**config.mk**
```make
export PLATFORM = sky130hd
export DESIGN_NAME = ota_offset_cal_ctrl
export DESIGN_NICKNAME = d
export VERILOG_FILES = /design/src/rtl/ota_offset_cal_ctrl.sv
export SDC_FILE = /design/constraint.sdc
export NUM_CORES = 1
export LEC_CHECK = 0
export CAP_MARGIN = 20
export CELL_PAD_IN_SITES_DETAIL_PLACEMENT = 1
export CELL_PAD_IN_SITES_GLOBAL_PLACEMENT = 1
export CORE_MARGIN = 2
export CORE_UTILIZATION = 43
export CTS_BUF_LIST = sky130_fd_sc_hd__clkbuf_2 sky130_fd_sc_hd__clkbuf_4 sky130_fd_sc_hd__clkbuf_8
export CTS_CLUSTER_DIAMETER = 200
export CTS_CLUSTER_SIZE = 14
export DETAILED_ROUTE_END_ITERATION = 12
export GPL_ROUTABILITY_DRIVEN = 0
export PLACE_DENSITY = 0.91
export REMOVE_ABC_BUFFERS = 1
export SETUP_SLACK_MARGIN = 0.02
export SLEW_MARGIN = 30
export SYNTH_ARGS = -nofsm -noshare
export SYNTH_HDL_FRONTEND = slang
export SYNTH_SLANG_ARGS = --single-unit
```
**constraint.sdc**
```tcl
create_clock -name clk -period 2 [get_ports clk]
set_input_delay 0.4 -clock clk [delete_from_list [all_inputs] [get_ports clk]]
set_output_delay 0.4 -clock clk [all_outputs]
set_load 0.1 [all_outputs]
```
**src/rtl/ota_offset_cal_ctrl.sv**
```systemverilog
// rtl/ota_offset_cal_ctrl.sv - OTA bias power-up and SAR offset-trim calibration sequencer
module ota_offset_cal_ctrl #(
  parameter int TRIM_W      = 6,
  parameter int BIAS_SETTLE = 64,
  parameter int SETTLE_CYC  = 16
) (
  input  logic              clk,
  input  logic              rstn,
  input  logic              en,
  input  logic              start,
  input  logic              cmp_out,
  output logic              bias_en,
  output logic              short_in,
  output logic [TRIM_W-1:0] trim_code,
  output logic              busy,
  output logic              done,
  output logic              amp_ready,
  output logic              cal_err
);

  localparam int CNT_MAX = (BIAS_SETTLE > SETTLE_CYC) ? BIAS_SETTLE : SETTLE_CYC;
  localparam int CNT_W   = $clog2(CNT_MAX + 1);
  localparam int IDX_W   = (TRIM_W > 1) ? $clog2(TRIM_W) : 1;
  localparam logic [TRIM_W-1:0] MIDSCALE = TRIM_W'(1) << (TRIM_W - 1);
  localparam logic [TRIM_W-1:0] ALL_ONES = {TRIM_W{1'b1}};

  typedef enum logic [2:0] {
    IDLE, BIAS_UP, SHORT, SAR_SET, SAR_WAIT, FINISH, RUN
  } state_t;

  state_t             state, state_nx;
  logic [CNT_W-1:0]   cnt, cnt_nx;
  logic [IDX_W-1:0]   bit_idx, bit_idx_nx;
  logic [TRIM_W-1:0]  trim_nx;
  logic               cal_err_nx;
  logic               cmp_meta, cmp_s;
  logic               bias_nx, short_nx, busy_nx, done_nx, ready_nx;

  always_comb begin
    state_nx   = state;
    cnt_nx     = cnt + 1'b1;
    bit_idx_nx = bit_idx;
    trim_nx    = trim_code;
    cal_err_nx = cal_err;
    case (state)
      IDLE: begin
        cnt_nx = '0;
        if (start) begin
          state_nx   = BIAS_UP;
          cal_err_nx = 1'b0;
        end
      end
      BIAS_UP: begin
        if (cnt == CNT_W'(BIAS_SETTLE - 1)) begin
          state_nx   = SHORT;
          cnt_nx     = '0;
          trim_nx    = '0;
          bit_idx_nx = IDX_W'(TRIM_W - 1);
        end
      end
      SHORT: begin
        if (cnt == CNT_W'(SETTLE_CYC - 1)) begin
          state_nx = SAR_SET;
          cnt_nx   = '0;
        end
      end
      SAR_SET: begin
        trim_nx[bit_idx] = 1'b1;
        state_nx         = SAR_WAIT;
        cnt_nx           = '0;
      end
      SAR_WAIT: begin
        // Two synchronizer stages fit inside the wait, so cmp_s here reflects the new code
        if (cnt == CNT_W'(SETTLE_CYC - 2)) begin
          cnt_nx = '0;
          if (!cmp_s) trim_nx[bit_idx] = 1'b0;
          if (bit_idx == '0) begin
            state_nx = FINISH;
          end else begin
            bit_idx_nx = bit_idx - 1'b1;
            state_nx   = SAR_SET;
          end
        end
      end
      FINISH: begin
        cnt_nx     = '0;
        cal_err_nx = (trim_code == '0) || (trim_code == ALL_ONES);
        state_nx   = RUN;
      end
      RUN: begin
        cnt_nx = '0;
        if (start) begin
          state_nx   = BIAS_UP;
          cal_err_nx = 1'b0;
        end
      end
      default: begin
        state_nx = IDLE;
        cnt_nx   = '0;
      end
    endcase

    bias_nx  = (state != IDLE);
    short_nx = (state == SHORT) || (state == SAR_SET) || (state == SAR_WAIT);
    busy_nx  = short_nx || (state == BIAS_UP);
    done_nx  = (state == FINISH);
    ready_nx = (state == RUN);
  end

  always_ff @(posedge clk) begin
    if (!rstn) begin
      cmp_meta <= 1'b0;
      cmp_s    <= 1'b0;
    end else begin
      cmp_meta <= cmp_out;
      cmp_s    <= cmp_meta;
    end
  end

  always_ff @(posedge clk) begin
    if (!rstn) begin
      state     <= IDLE;
      cnt       <= '0;
      bit_idx   <= '0;
      trim_code <= MIDSCALE;
      cal_err   <= 1'b0;
      bias_en   <= 1'b0;
      short_in  <= 1'b0;
      busy      <= 1'b0;
      done      <= 1'b0;
      amp_ready <= 1'b0;
    end else if (!en) begin
      // Power-down keeps the partial trim code and the error flag for inspection
      state     <= IDLE;
      cnt       <= '0;
      bias_en   <= 1'b0;
      short_in  <= 1'b0;
      busy      <= 1'b0;
      done      <= 1'b0;
      amp_ready <= 1'b0;
    end else begin
      state     <= state_nx;
      cnt       <= cnt_nx;
      bit_idx   <= bit_idx_nx;
      trim_code <= trim_nx;
      cal_err   <= cal_err_nx;
      bias_en   <= bias_nx;
      short_in  <= short_nx;
      busy      <= busy_nx;
      done      <= done_nx;
      amp_ready <= ready_nx;
    end
  end

endmodule
```
==> flow_summary.yaml <==
yosys:
  postSynthAreaPerCell_um2: 8.337
  ys_warn_count: 0
  syn_area_um2: 1509
  async_flop_share: 0
  yosysUniqueCellTypes: 50
  ys_ff_latch: 27
  yosysSeqAreaShare: 0.3582
  synth_top_flop_cell: "dfxtp_1"
  netlist_instances: 181
  synth-edff-count: 0
cts:
  post_cts_buffers: 0
  clk_latency_ps: 330
  clock-sinks: 27
  h-tree-depth: 1
  cts_buffer_depth: 2
  cts_tree: "done"
  cts_buffers: 3
  clockRootBuffer: "clkbuf_4"
  clk_pin_slew_ps: 150
layout:
  diodes: 0
  stdcell_count: 247
  fin_util: 0.5324
  nNetsFinal: 211
  area_growth_pct: 18.66
  final_layout_size_suffix_gt1_frac: 0.1990
  layout_common_cells: "dfxtp_1 (25), buf_4 (25), nor2_1 (15)"
  final_area_um2: 1790
placed_design:
  io_buffer_count: 16
  hpwl_mm: 3.479
  placed_cell_area_um2: 1725
  dp.cells: 243
  place_ws_ps: 61.46
grt:
  grt_pass1_vias: 1524
  use_met3: 0.05714
  grt_pass1_wl_mm: 7.859
  antenna_found_initial: 0
  grt_max_degree: 15
  use_met2: 0.4295
  grt.busiest_layer: "met2"
  grt_usage: 0.2467
  grt_overflow_total: 0
  use_met1: 0.3048
routing:
  drt_iter0_drc: 120
  routed_wl_mm: 4.394
  routed_via_density: 5.972
  routedWlPerCell_um: 17.79
  remaining_drc_errors: 0
  vias: 1475
  drtPass1Iterations: 4
  ant_nets: 0
sta:
  period_needed_ps: 1807
  fin_tns_setup_ps: 0
  slew_violations: 0
  fmaxAchievable_ghz: 0.5533
  hold_violations: 0
  maxSlewHeadroom: 0.6727
  tightest_slew_ps: 486.4
  finClkSkew_ps: 9.512
  setup_ws_ps: 192.7
  rsz0062_at_grt: "false"
  hold_ws_ps: 461.7
  setup_viol: 0
  post-route-period-util: 0.9037
worst_hold_path:
  min_path_cells: 1
  hold_start: "cmp_meta$_SDFF_PN0_"
  hp-class: "flop to flop"
  min_to: "cmp_s$_SDFF_PN0_"
die:
  start_util: 0.4487
  core_area_um2: 3363
  die_x_um: 63.24
  io_pins: 17
  die-area_um2: 3999
  dieHeight_um: 63.24
  rows: 21
worst_setup_path:
  r2r_slack_ps: 190
  slowest_delay_ps: 490
  reg2reg_depth: 6
  path_cells: "inv_1 -> ha_1 -> and3_1 -> a21oi_4 -> nor4_1 -> o221a_2"
  cp-end-kind: "flop"
  path_delay_family: "simple AND/OR/NAND/NOR gates"
  crit_fanout: 11
  start_kind: "flop"
  required_ps: 2270
  crit_slowest_cell: "nor4_1"
  crit_type: "flop to flop"
  r2r-start: "cnt[0]$_SDFF_PN0_"
  arrival_ps: 2080
  crit_buf_inv: 1
  timing.rr.end: "state[1]$_SDFFE_PN0P_"
power_and_ir_drop:
  leakagePower_nw: 0.6878
  ir_drop_mv: 0.2167
  powerDensity_nw_per_um2: 542.4
  power_mw: 0.9711
outcome:
  outcome: "completed"
flow_run:
  maxCapViolations: 0
-- cells in the mapped netlist (all sizes together) (3+ instances only) --
library cell  count  share of area
a211oi            5          0.025
a21oi            15          0.052
and3              4          0.017
buf               7          0.031
clkbuf            6          0.015
dfxtp            27           0.36
ha                4          0.033
inv               9          0.022
nand2             8          0.020
nand2b            3          0.012
nand3             8          0.027
nor2             15          0.037
nor2b             3          0.012
nor3              6          0.027
nor4              4          0.017
o211ai            4          0.020
o21ai             9          0.030
or4               3          0.015
xnor2             3          0.017
-- cell type report --
type	instances	area, µm²
Fill cell	434	1573
Multi-Input combinational cell	132	898.4
Sequential cell	27	543.0
Timing Repair Buffer	29	227.7
Tap cell	46	57.56
Inverter	9	33.78
Clock buffer	4	30.03
-- repair_timing --
item                                    in CTS  in global routing
resized for setup                            0                  7
hold buffers                                 0                  0
endpoints found under the setup margin       0                  8
-- registers in the layout (all words and copies together), names as in the netlist --
| signal | count |
|---|---|
| cal_err | 1 |
| amp_ready | 1 |
| done | 1 |
| state | 3 |
| bias_en | 1 |
| trim_code | 6 |
| cmp_meta | 1 |
| cnt | 7 |
| short_in | 1 |
| cmp_s | 1 |
| busy | 1 |
| bit_idx | 3 |
-- how the worst max path moves through the flow --
stage,slack (ps),cells after the start,startpoint,end
2_1_floorplan,170,4,state[2]$_SDFFE_PN0P_,state[1]$_SDFFE_PN0P_
3_3_place_gp,180,5,en,trim_code[4]$_SDFFE_PN0P_
5_1_grt,40,6,bit_idx[0]$_SDFFE_PN0P_,bit_idx[0]$_SDFFE_PN0P_
4_1_cts,50,5,cnt[0]$_SDFF_PN0_,cnt[3]$_SDFF_PN0_
3_5_place_dp,60,5,cnt[0]$_SDFF_PN0_,cnt[3]$_SDFF_PN0_
6_report,190,6,cnt[0]$_SDFF_PN0_,state[1]$_SDFFE_PN0P_
-- kinds of logic after synthesis --
logic type,share of synthesized area
flip-flops,0.3582
XOR/XNOR,0.02903
AND/OR/NAND/NOR,0.2745
AO/OA/AOI/OAI,0.2372
buffers and inverters,0.06799
adder cells (fa/ha/maj),0.03317
-- worst register-to-register path, delay by kind of cell, from the launching register on --
kind | cells | cell delay, ps
AOI/OAI and AO/OA | 2 | 410
adders and majority gates | 1 | 140
buffers and inverters | 1 | 60
DFF | 1 | 360
and+or+nand+nor | 2 | 780
-- routing by layer --
layer,vias to the layer above,wire [µm],share of wire
li1,714,-,-
met1,712,1901,0.43
met2,41,2194,0.50
met3,8,248,0.056
met4,0,48,0.011
met5,-,0,0
-- report_power, final --
part / switching (mW) / internal (mW)
logic: 0.0984 / 0.0559
clock network: 0.165 / 0.0917
registers: 0.0127 / 0.548
Power figures use the tool's default switching activity.
==> RTL edit 1, RTL diff (same settings) <==
Reset style: asynchronous (`rstn`), changed in 2 clocked blocks.
--- a/src/rtl/ota_offset_cal_ctrl.sv
+++ b/src/rtl/ota_offset_cal_ctrl.sv
@@ -109,3 +109,3 @@
 
-  always_ff @(posedge clk) begin
+  always_ff @(posedge clk or negedge rstn) begin
     if (!rstn) begin
@@ -119,3 +119,3 @@
 
-  always_ff @(posedge clk) begin
+  always_ff @(posedge clk or negedge rstn) begin
     if (!rstn) begin
Check against the original RTL: differs if rstn is asserted again (counterexample within 4 cycles, from zero or initial values and one cycle with rstn low); with rstn held inactive, the same outputs for 10 cycles.
==> RTL edit 1 against the unedited design <==
- setup slack lost 0.12 ns
- sequential cell count is the same
- cell area grew 3.8%
- clock skew grew 0.0076 ns
- routed wire length shrank 8.6%
- synthesized cell count shrank 8.8%
- area after synthesis grew 2.3%
- cell count shrank 3.2%
- core utilization grew 1.6 points
- global-route usage shrank 3.3 points
- largest cell class unchanged
Power is not compared: it rests on default switching activity, and its combinational part moved more than twofold at a synthesized area within 25%.
==> RTL edit 1: results (changes against the unedited design) <==
- Maximum number of pins on one net before global-route repair: 28 (+13)
- CP Data Arrival Time: 2.14 ns (+0.06 ns)
- Gr usage total: 0.214 (-0.0325)
- First-pass GRT wire length: 6930 um (-12%)
- Synth cell count leaders: dfrtp_1 (26), nor2_1 (15), nand2_1 (14), a21oi_1 (10), nor3_1 (8)
- Slew at the pin with the worst max-slew slack: 0.540 ns (+0.0537 ns)
- Post-detailed-routing wire length: 4020 um (-8.6%)
- Share of layout cells above drive strength 1: 0.212 (+0.0134)
- Post-route insts no fill: 239 (-3.2%)
- Maximum VDD drop: 0.385 mV
- Post-synthesis cell type count: 53 (+6.0%)
- Filler cell count: 377 (-13%)
- Vias: 1355 (-8.1%)
- Prevailing post-synth register cell: dfrtp_1
- Clock skew: 0.0172 ns (+0.00764 ns)
- Largest cells by area after synthesis: dfrtp_1 (42%), nor2_1 (3.6%), nand2_1 (3.4%), a21oi_1 (3.2%), ha_1 (3.2%)
- Placed Area: 1820 um2 (+5.7%)
- Part of the Yosys area used for sequential elements: 0.438 (+0.0802)
- Nets@finish: 203 (-3.8%)
- CP max stage delay: 0.53 ns (+0.04 ns)
- DPL Wire Length: 3100 um (-11%)
- Worst-path fanout max: 5 (-6)
- Detailed router's first-iteration violation count: 48 (-60%)
- CP delay by family, top: simple AND/OR/NAND/NOR gates
- Number of global-route vias before repair: 1461 (-4.1%)
- Syn Inst Count: 165 (-8.8%)
- FF+latch area: 677 um2 (+25%)
- Clock Latency Late Sink: 0.34 ns
- Synth async-reset ratio: 1.00 (+1.00)
- Pre-CTS WS: -0.0835 ns (-0.145 ns)
- Status: completed
- Max stage delay cell, worst path: or4_1
-- RTL edit 1: cell types whose count changed after synthesis, moves of 5 or more --
cell,change
dfxtp_1,-27
dfrtp_1,+26
nand2_1,+6
nand3_1,-5
-- RTL edit 1: what timing repair did --
item | 4_1_cts | 5_1_grt
resized for setup | 0 | 2
hold buffers | 0 | 0
endpoints found under the setup margin | 0 | 2
-- RTL edit 1: logic make-up after synthesis --
group                    count (synthesis)  share of synthesized area
buffers and inverters                   14                     0.0405
adder cells (fa/ha/maj)                  4                     0.0324
multiplexers                             3                     0.0211
AND/OR/NAND/NOR                         67                      0.235
XOR/XNOR                                 4                     0.0227
flip-flops                              27                      0.438
AO/OA/AOI/OAI                           46                      0.210
-- RTL edit 1: worst register-to-register path: stages (launching register included) --
cell,delay (ns)
dfrtp_1,0.47
or2_2,0.34
or4_1,0.53
o31ai_2,0.10
mux2_1,0.35
-- RTL edit 1: cell type report --
cell class	count	area share
Clock inverter	1	0.00269
Sequential cell	27	0.364
Tap cell	46	0.0310
Timing Repair Buffer	32	0.141
Multi-Input combinational cell	124	0.437
Clock buffer	3	0.0121
Inverter	6	0.0121
-- RTL edit 1: final timing paths --
check / startpoint / to / slack [ns] / cells past startpoint
worst max-delay path: state[1]$_DFFE_PN0P_ / bit_idx[1]$_DFFE_PN0P_ / 0.08 / 4
worst min-delay path: cmp_meta$_DFF_PN0_ / cmp_s$_DFF_PN0_ / 0.37 / 0
worst max register to register: state[1]$_DFFE_PN0P_ / bit_idx[1]$_DFFE_PN0P_ / 0.08 / 4
worst min register to register: cmp_meta$_DFF_PN0_ / cmp_s$_DFF_PN0_ / 0.37 / 0
max in group asynchronous: rstn / trim_code[5]$_DFFE_PN1P_ / 1.29 / 2
min in group asynchronous: rstn / cal_err$_DFFE_PN0P_ / 0.42 / 2
-- RTL edit 1: metal layers --
| metal | global-route usage | routed length, um | share of wire |
|---|---|---|---|
| met1 | 0.265 | 1780 | 0.44 |
| met2 | 0.387 | 2090 | 0.52 |
| met3 | 0.0229 | 105 | 0.026 |
| met4 | 0.0679 | 44 | 0.011 |
| met5 | 0 | 0 | 0 |
-- RTL edit 1: through the flow --
step | TNS [ns] | power, mW
finish | 0 | 1.71
global route | 0 | 1.82
CTS | 0 | 1.71
detailed placement | -0.188 | 1.46
global placement | 0 | 1.43
floorplan | 0 | 1.22
-- RTL edit 1: power by group --
group | switching (mW) | leakage (nW) | internal (mW)
logic | 0.536 | 0.425 | 0.266
registers | 0.0593 | 0.356 | 0.603
clock network | 0.165 | 0.0177 | 0.0752
total | 0.761 | 0.798 | 0.944
==> RTL edit 2, RTL diff (config.mk and constraints unchanged) <==
Without the edit above. `SETTLE_CYC`: 16 -> 32.
--- a/src/rtl/ota_offset_cal_ctrl.sv
+++ b/src/rtl/ota_offset_cal_ctrl.sv
@@ -4,3 +4,3 @@
   parameter int BIAS_SETTLE = 64,
-  parameter int SETTLE_CYC  = 16
+  parameter int SETTLE_CYC  = 32
 ) (
Function: same outputs for any inputs over 10 cycles, from zero or initial values and one cycle with rstn low; that may be too few to reach the edited logic, so the function may still have changed.
==> RTL edit 2 against the unedited design <==
- routed wire length fell by 7.9%
- area after synthesis fell by 4.3%
- power fell by 9.2%
- cell area fell by 3.7%
- hold slack improved by 0.015 ns
- cell count fell by 1.2%
- sequential cell count did not move
- setup slack got worse by 0.12 ns
- highest routed layer unchanged
==> RTL edit 2: results (changes against the unedited design) <==
- Status: completed
- Switch share: 0.260 (-0.0240)
- Synth async-reset ratio: 0 (unchanged)
- Power Sequential: 0.548 mW (-2%)
- CP Data Arrival Time: 2.19 ns (+0.11 ns)
- Maximum number of pins on one net before global-route repair: 17 (+2)
- Vias/cell: 5.76 (-3.6%)
- Detailed router's first-iteration violation count: 52 (-57%)
- Met1 wire length: 1780 um (-6.3%)
- Worst-path fanout max: 4 (-7)
- Min-Delay Path Class: reg -> reg
- Largest cells by area after synthesis: dfxtp_1 (37%), nor2_1 (3.9%), inv_1 (3.6%), ha_1 (3.5%), nand2_1 (3.1%)
- CTS Buf Count: 3 (unchanged)
- Mapped Avg Cell Area: 8.30 um2 (-0.46%)
- Number of global-route vias before repair: 1428 (-6.3%)
- Drt pass-1 iters: 4 (unchanged)
- Nets@finish: 208 (-1.4%)
- First-pass GRT wire length: 6560 um (-17%)
- Slew at the pin with the worst max-slew slack: 0.472 ns (-0.0142 ns)
- Post-detailed-routing wire length: 4050 um (-7.9%)
- Combinational Power Share: 0.092 (-0.067)
- Share of layout cells above drive strength 1: 0.202 (+0.00302)
- Post-synthesis cell type count: 53 (+6.0%)
- Max stage delay cell, worst path: or4_1
- Placed instance count: 240 (-1.2%)
- Met2 usage in global routing: 0.397 (-0.0322)
- Cell internal pwr: 0.653 mW (-6.1%)
- Clock skew: 0.0120 ns (+0.00252 ns)
- Met3 wire length: 113 um (-54%)
- Clk buf depth: 2 (unchanged)
- DPL Wire Length: 3210 um (-7.7%)
- CP max stage delay: 0.53 ns (+0.04 ns)
- GR Layer Usage met3: 0.0290 (-0.0282)
- PortBufs: 16 (unchanged)
- Clock root cell: clkbuf_4
- Leakage power: 0.624 nW (-9.3%)
- Clock Latency Late Sink: 0.35 ns (+0.02 ns)
- Maximum VDD drop: 0.252 mV (+16%)
- Part of the Yosys area used for sequential elements: 0.374 (+0.0161)
- CP delay by family, top: simple AND/OR/NAND/NOR gates
- Synth cell count leaders: dfxtp_1 (27), nor2_1 (15), inv_1 (14), nand2_1 (12)
- Filler cell count: 406 (-6.5%)
- Post-CTS Setup Inserts: 0 (unchanged)
- Post-route insts no fill: 244 (-1.2%)
- PostCTS Resize Cnt: 0 (unchanged)
- Wire length on met2: 2060 um (-6.1%)
- Met1 Usage GRT: 0.291 (-0.0142)
- Gr usage total: 0.231 (-0.0155)
RTL edit 2: cell types whose count changed in the layout (fill, tap and decap cells not counted), moves of 3 or more:
cell / before / now
a211oi_1: 5 / 1
and3_1: 4 / 1
a21oi_1: 13 / 8
nor4_1: 4 / 1
nand2_1: 8 / 12
inv_1: 9 / 14
o221ai_1: 0 / 4
RTL edit 2: path summary, 6_finish.rpt:
path / cells past startpoint / endpoint / start / slack, ns
min reg2reg: 1 / cmp_s$_SDFF_PN0_ / cmp_meta$_SDFF_PN0_ / 0.48
min: 1 / cmp_s$_SDFF_PN0_ / cmp_meta$_SDFF_PN0_ / 0.48
max reg2reg: 5 / state[1]$_SDFFE_PN0P_ / cnt[0]$_SDFF_PN0_ / 0.08
max: 5 / state[1]$_SDFFE_PN0P_ / cnt[0]$_SDFF_PN0_ / 0.08
RTL edit 2: layout make-up:
class | count | area, um2 | area share
Inverter | 14 | 52.6 | 0.0305
Tap cell | 46 | 57.6 | 0.0334
Clock buffer | 3 | 22.5 | 0.0131
Clock inverter | 1 | 7.51 | 0.00435
Sequential cell | 27 | 541 | 0.313
Multi-Input combinational cell | 124 | 816 | 0.473
Timing Repair Buffer | 29 | 228 | 0.132
RTL edit 2: through the flow:
step	cell area, um2	hold WS [ns]	worst slack, ns
finish	1720	0.476	0.0769
global route	1720	0.500	0.0223
CTS	1710	0.481	0.0543
detailed placement	1680	0.448	0.0555
global placement	1680	0.416	0.110
floorplan	1400	0.412	0.0281
RTL edit 2: logic make-up (layout without fill, tap and decap cells):
family	Yosys count	in the layout	share of synthesized area
and+or+nand+nor	70	70	0.261
adders and majority gates	4	4	0.0347
xor gates and xnor gates	4	4	0.0243
buffers and inverters	23	47	0.0676
AOI/OAI and AO/OA	46	46	0.238
DFF	27	27	0.374
